`config.mk`:
```
export PLATFORM = sky130hd
export DESIGN_NAME = pc_sequencer
export DESIGN_NICKNAME = d
export VERILOG_FILES = /design/src/rtl/pc_pkg.sv /design/src/rtl/pc_ras.sv /design/src/rtl/pc_sequencer.sv
export SDC_FILE = /design/constraint.sdc
export NUM_CORES = 1
export LEC_CHECK = 0
export CORE_MARGIN = 3
export CORE_UTILIZATION = 36
export DETAILED_ROUTE_END_ITERATION = 6
export PLACE_DENSITY = 0.88
export SETUP_SLACK_MARGIN = 0.15
export SLEW_MARGIN = 20
export SYNTH_ARGS = -nofsm -noshare
export SYNTH_HDL_FRONTEND = slang
export SYNTH_SLANG_ARGS = --single-unit
```
`constraint.sdc`:
```
create_clock -name Clk -period 2.3 [get_ports Clk]
set_clock_uncertainty 0.1 [all_clocks]
set_input_delay 0.46 -clock Clk [delete_from_list [all_inputs] [get_ports Clk]]
set_output_delay 0.46 -clock Clk [all_outputs]
set_load 0.01 [all_outputs]
```
`src/rtl/pc_pkg.sv`:
```
// pc_pkg: shared sequencer state encoding, default vectors and alignment mask
package pc_pkg;

    typedef enum logic [1:0] {BOOT, RUN, HALTED} state_t;

    localparam logic [31:0] RESET_VECTOR_DEF = 32'h0000_0000;
    localparam logic [31:0] EXC_VECTOR_DEF   = 32'h8000_0180;
    localparam logic [1:0]  ALIGN_MASK       = 2'b11;

endpackage

```
`src/rtl/pc_ras.sv`:
```
// pc_ras: circular return-address stack; a push when full overwrites the oldest entry
module pc_ras #(
    parameter int W     = 32,
    parameter int DEPTH = 4
) (
    input  logic         Clk,
    input  logic         Reset,
    input  logic         push,
    input  logic         pop,
    input  logic [W-1:0] din,
    output logic [W-1:0] top,
    output logic         empty
);
    localparam int PW = $clog2(DEPTH);
    logic [W-1:0]  mem [DEPTH];
    logic [PW-1:0] ptr;
    logic [PW:0]   cnt;
    assign top   = mem[ptr - 1'b1];
    assign empty = cnt == '0;
    // entry storage needs no reset; occupancy tracks validity
    always_ff @(posedge Clk)
        if (push) mem[ptr] <= din;
    // pointer wraps, count saturates at DEPTH so overflow simply drops the oldest
    always_ff @(posedge Clk)
        if (Reset) begin
            ptr <= '0;
            cnt <= '0;
        end else if (push) begin
            ptr <= ptr + 1'b1;
            cnt <= cnt == (PW+1)'(DEPTH) ? cnt : cnt + 1'b1;
        end else if (pop) begin
            ptr <= ptr - 1'b1;
            cnt <= cnt - 1'b1;
        end
endmodule

```
`src/rtl/pc_sequencer.sv`:
```
// pc_sequencer: fetch PC register with next-PC mux and boot/run/halt FSM; PC_RAS_EN adds a return-address stack
import pc_pkg::*;
module pc_sequencer #(
    parameter int                ADDR_W       = 32,
    parameter logic [ADDR_W-1:0] RESET_VECTOR = ADDR_W'(RESET_VECTOR_DEF),
    parameter logic [ADDR_W-1:0] EXC_VECTOR   = ADDR_W'(EXC_VECTOR_DEF),
    parameter int                INC          = 4,
    parameter int                RAS_DEPTH    = 4
) (
    input  logic              Clk,
    input  logic              Reset,
    input  logic              Stall,
    input  logic              Halt,
    input  logic              Resume,
    input  logic              BranchTaken,
    input  logic [ADDR_W-1:0] BranchTarget,
    input  logic              Jump,
    input  logic              Link,
    input  logic [ADDR_W-1:0] JumpTarget,
    input  logic              Return,
    input  logic [ADDR_W-1:0] ReturnTarget,
    input  logic              Exception,
    output logic [ADDR_W-1:0] PCResult,
    output logic [ADDR_W-1:0] PCPlusInc,
    output logic              PCValid,
    output logic              Misaligned,
    output logic              RasEmpty
);
    state_t            state, nstate;
    logic              run, redir, push, pop;
    logic [ADDR_W-1:0] tgt, ret_tgt;
    assign run       = state == RUN;
    assign PCPlusInc = PCResult + ADDR_W'(INC);
`ifdef PC_RAS_EN
    logic [ADDR_W-1:0] ras_top;
    pc_ras #(.W(ADDR_W), .DEPTH(RAS_DEPTH)) u_ras (
        .Clk  (Clk),
        .Reset(Reset),
        .push (push),
        .pop  (pop),
        .din  (PCPlusInc),
        .top  (ras_top),
        .empty(RasEmpty)
    );
    assign ret_tgt = RasEmpty ? ReturnTarget : ras_top;
`else
    logic unused_ras;
    assign unused_ras = ^{push, pop};
    assign RasEmpty   = 1'b1;
    assign ret_tgt    = ReturnTarget;
`endif
    // redirect selection: Exception acts in any state, the rest only while running
    always_comb begin
        redir  = Exception | (run & (BranchTaken | Jump | Return));
        tgt    = Exception ? EXC_VECTOR : BranchTaken ? BranchTarget : Jump ? JumpTarget : ret_tgt;
        push   = run & ~Exception & ~BranchTaken & Jump & Link;
        pop    = run & ~Exception & ~BranchTaken & ~Jump & Return & ~RasEmpty;
        nstate = redir ? RUN : state == BOOT ? RUN : state == HALTED ? (Resume ? RUN : HALTED) : Halt ? HALTED : RUN;
    end
    // PC register, state and registered flags; a redirect overrides Stall and Halt
    always_ff @(posedge Clk)
        if (Reset) begin
            PCResult   <= RESET_VECTOR;
            state      <= BOOT;
            PCValid    <= 1'b0;
            Misaligned <= 1'b0;
        end else begin
            state      <= nstate;
            PCValid    <= nstate == RUN;
            Misaligned <= redir & |(tgt[1:0] & ALIGN_MASK);
            if (redir) PCResult <= {tgt[ADDR_W-1:2], tgt[1:0] & ~ALIGN_MASK};
            else if (run & ~Halt & ~Stall) PCResult <= PCPlusInc;
        end
endmodule

```
==> results of run 1 <==
[logic make-up after synthesis]
kind of cell / after synthesis / synth area share
simple gates: 155 / 0.267
buf+inv: 50 / 0.0795
mux: 43 / 0.141
flops: 34 / 0.214
fa+ha+maj: 1 / 0.00393
compound gates: 104 / 0.215
xor+xnor: 28 / 0.0771
other cells: 2 / 0.00236
[critical path: stages, from the launching register on]
cell and delay [ps]:
sky130_fd_sc_hd__dfxtp_2 360, sky130_fd_sc_hd__nand4_4 120, sky130_fd_sc_hd__buf_6 140, sky130_fd_sc_hd__or4_4 550
sky130_fd_sc_hd__nor3_4 230, sky130_fd_sc_hd__xor2_2 170, sky130_fd_sc_hd__buf_2 150
[worst max-delay path by stage]
stage / startpoint / end / slack [ps] / cells past startpoint
final: PCResult[12] / PCPlusInc[19] / -280 / 6
after global routing: PCResult[12] / PCPlusInc[19] / -310 / 6
after CTS: PCResult[2] / PCPlusInc[28] / -260 / 6
after detailed placement: PCResult[10] / PCPlusInc[26] / -380 / 7
after global placement: PCResult[2] / PCPlusInc[28] / -330 / 6
after floorplan: PCResult[15] / PCPlusInc[20] / 100 / 6
[synthesized netlist by cell type (2+ instances only)]
cell type / n
sky130_fd_sc_hd__conb_1: 2
sky130_fd_sc_hd__clkbuf_1: 14
sky130_fd_sc_hd__o21a_1: 3
sky130_fd_sc_hd__xnor2_1: 20
sky130_fd_sc_hd__xor2_1: 8
sky130_fd_sc_hd__nand4_4: 2
sky130_fd_sc_hd__o2bb2ai_1: 2
sky130_fd_sc_hd__inv_1: 8
sky130_fd_sc_hd__o41ai_1: 3
sky130_fd_sc_hd__o32ai_1: 4
sky130_fd_sc_hd__o211ai_1: 4
sky130_fd_sc_hd__nor2_1: 32
sky130_fd_sc_hd__nor4_1: 7
sky130_fd_sc_hd__nand4_1: 9
sky130_fd_sc_hd__a31oi_1: 4
sky130_fd_sc_hd__or4_1: 2
sky130_fd_sc_hd__or4_4: 2
sky130_fd_sc_hd__o21ai_0: 28
sky130_fd_sc_hd__nand3_1: 10
sky130_fd_sc_hd__mux2i_1: 28
sky130_fd_sc_hd__dfxtp_1: 34
sky130_fd_sc_hd__buf_2: 17
sky130_fd_sc_hd__buf_4: 5
sky130_fd_sc_hd__a21oi_1: 26
sky130_fd_sc_hd__nor3_1: 12
sky130_fd_sc_hd__and4_4: 2
sky130_fd_sc_hd__clkbuf_2: 2
sky130_fd_sc_hd__and3_1: 6
sky130_fd_sc_hd__and2_1: 4
sky130_fd_sc_hd__mux2_2: 15
sky130_fd_sc_hd__buf_6: 3
sky130_fd_sc_hd__nand2_1: 52
sky130_fd_sc_hd__a32o_1: 7
sky130_fd_sc_hd__a211oi_1: 8
[layout make-up]
class,instances,area (um^2)
sequential,34,718
tap,105,131
inverter,8,30.0
fill,582,2210
multi-input combinational,336,2630
clock buffer,5,68.8
clock inverter,2,10.0
timing repair buffer,296,2580
[what timing repair did]
action | 4_1_cts | 5_1_grt
pin swaps | 26 | 22
endpoints found under the setup margin | 42 | 38
resized for setup | 153 | 38
buffers inserted | 15 | 17
[report_power, final]
group / leakage, nW / switching (mW) / internal [mW]
Combinational: 2.46 / 0.340 / 0.427
Clock: 0.0438 / 0.237 / 0.204
Sequential: 0.286 / 0.0273 / 0.612
[metrics by stage]
| stage | instance area [um^2] | TNS, ps | total power [mW] | hold slack (ps) |
|---|---|---|---|---|
| 2_1_floorplan | 3290 | 0 | 0.957 | 401 |
| 3_3_place_gp | 5560 | -6730 | 1.36 | 401 |
| 3_5_place_dp | 5560 | -8860 | 1.38 | 417 |
| 4_1_cts | 5930 | -1740 | 1.80 | 428 |
| 5_1_grt | 6170 | -3040 | 1.92 | 478 |
| 6_report | 6170 | -1920 | 1.85 | 448 |
[flip-flops by register name, summed over array words and instances (netlist names)]
register    count
state           2
PCResult       30
PCValid         1
Misaligned      1
[routing by layer]
layer,global-route usage,part of all wire,vias up
met5,0,0,-
met4,0.0995,0.046,0
met3,0.0479,0.080,72
met2,0.527,0.51,286
met1,0.314,0.36,2130
li1,-,-,2054
==> key figures, run 1 <==
Status
  • Run status: finished, violations left
  • Violated checks: negative setup slack

Setup path
  • Critical path start-end classification: flip-flop to primary output
  • Endpoint of the most critical register-to-register path: PCResult[15]
  • Largest driver fanout on the critical path: 4
  • Crit end category: primary output
  • Signal arrival time at the worst endpoint: approximately 2000 ps
  • Depth of the worst register-to-register path: 7
  • Required time reported for the critical path endpoint: around 1700 ps
  • RR Startpoint: PCResult[12]
  • Flop-to-flop setup slack: approximately 110 ps
  • Startpoint types: flip-flop

CTS
  • TritonCTS buffer count: 5
  • Number of H-tree levels: 2
  • Later-pin clock latency in the skew report: ~290 ps
  • Clock Sinks: 34
  • CTS Root Buffer Type: sky130_fd_sc_hd__clkbuf_8
  • Clock slew at reported path FFs: around 90 ps
  • Clock tree from TritonCTS: built
  • Number of buffers on the longest clock path: 2
  • Number of hold buffers added after cts: 0

STA
  • Setup slack after layout: -278 ps
  • Slew @ Worst Pin: between 500 and 600 ps
  • Max-Slew Margin vs Limit: 0.621
  • Final period utilization: 1.12
  • Final setup violation count: 14
  • Max Clk Rate: 0.388 GHz
  • Count of final hold-check violations: 0
  • Unrepaired setup endpoints after global routing: yes
  • Max Slew Vio Count: 0
  • Time the worst path needs with I/O delays and setup: approximately 2600 ps

Drt
  • First-pass DRT Iterations: 5
  • Final antenna-violating net count: 0
  • Via count: 4542
  • Wire length per cell after detailed routing: roughly 20 um
  • DR iter-0 viols: approximately 450
  • DRC violation count after routing: 0
  • Number of vias per cell after detailed routing: between 5 and 6
  • WL final: around 16 mm

Floorplan
  • Number of I/O pins: ~170
  • Chip Height: roughly 100 um
  • Initial cell density of the core: 0.379
  • Site Rows: 33
  • Die width: around 100 um
  • Die outline area: 10000 um^2
  • Floorplan core area: about 8400 um^2

Placement
  • Post-DP HPWL: around 11 mm
  • Final RePlAce weighted congestion: slightly above 0.9
  • Total instance count after detailed placement: 747
  • Pre-CTS worst setup slack: -385 ps
  • Count of input and output buffers: 166

Cells and area
  • Syn-to-layout area delta: 93.9%
  • Final Net Count: 788
  • Share of final-layout standard cells stronger than drive strength 1: 0.376
  • Antenna diode count: 0
  • Commonest cells after routing, fill and taps aside: sky130_fd_sc_hd__clkdlybuf4s50_1, sky130_fd_sc_hd__buf_4, sky130_fd_sc_hd__nand2_1, sky130_fd_sc_hd__nor2_1, sky130_fd_sc_hd__mux2i_1
  • Most common cell after layout, fill and taps aside: sky130_fd_sc_hd__clkdlybuf4s50_1
  • Finished Layout Cells: approximately 800
  • Fraction of the core area covered by cells at the end of the flow: 0.736

Min path
  • Worst hold start: PCResult[31]
  • Endpoint with the worst hold slack: PCResult[31]
  • Hold Path Stages: 2
  • Type of the most critical hold path: flip-flop to flip-flop

Synthesis
  • Largest cells by area after synthesis: sky130_fd_sc_hd__dfxtp_1, sky130_fd_sc_hd__mux2i_1, sky130_fd_sc_hd__nand2_1, sky130_fd_sc_hd__xnor2_1, sky130_fd_sc_hd__mux2_2
  • Number of library cell types mapped by synthesis: 66
  • Post-Syn Area per Cell: 7.63 um^2
  • Syn Std Cell Area: around 3200 um^2
  • Share of flip-flops with an asynchronous set or reset: 0
  • Number of synthesized flops with an enable pin: 0
  • Ys Warns: 0
  • Proportion of netlist area held by the largest area contributor: 0.214
  • Top FF cell, synth: sky130_fd_sc_hd__dfxtp_1
  • Instance count of the mapped netlist: approximately 420
  • Flop and latch count out of synthesis: 34
  • Seq/Total Area, Yosys: 0.214
  • Library cell with the largest summed area after synthesis: sky130_fd_sc_hd__dfxtp_1

GRT
  • Initial antenna violation count: 0
  • Number of global-route vias before repair: ~4600
  • Remaining global-route overflow: 0
  • Total track usage: 0.280
  • Largest net degree at the start of global routing: 50
  • First-pass GRT wire length: 22.6 mm

Power and ir drop
  • Highest ir drop seen on vdd: around 0.30 mV
  • Cell Pwr Density: roughly 300 nW/um^2
  • Pleak: ~2.8 nW

Flow run
  • Number of violations of the max-capacitance limit: 0
Note: power is estimated with default switching activity, not from simulation.
==> run 2: changes to the inputs <==
Settings changed: SYNTH_HIERARCHICAL from default to 1.
==> results of run 2 <==
Same layout as run 1: the final DEF is identical, and so are final timing and power.
Among the figures that moved: Yosys warning count 0 -> 6
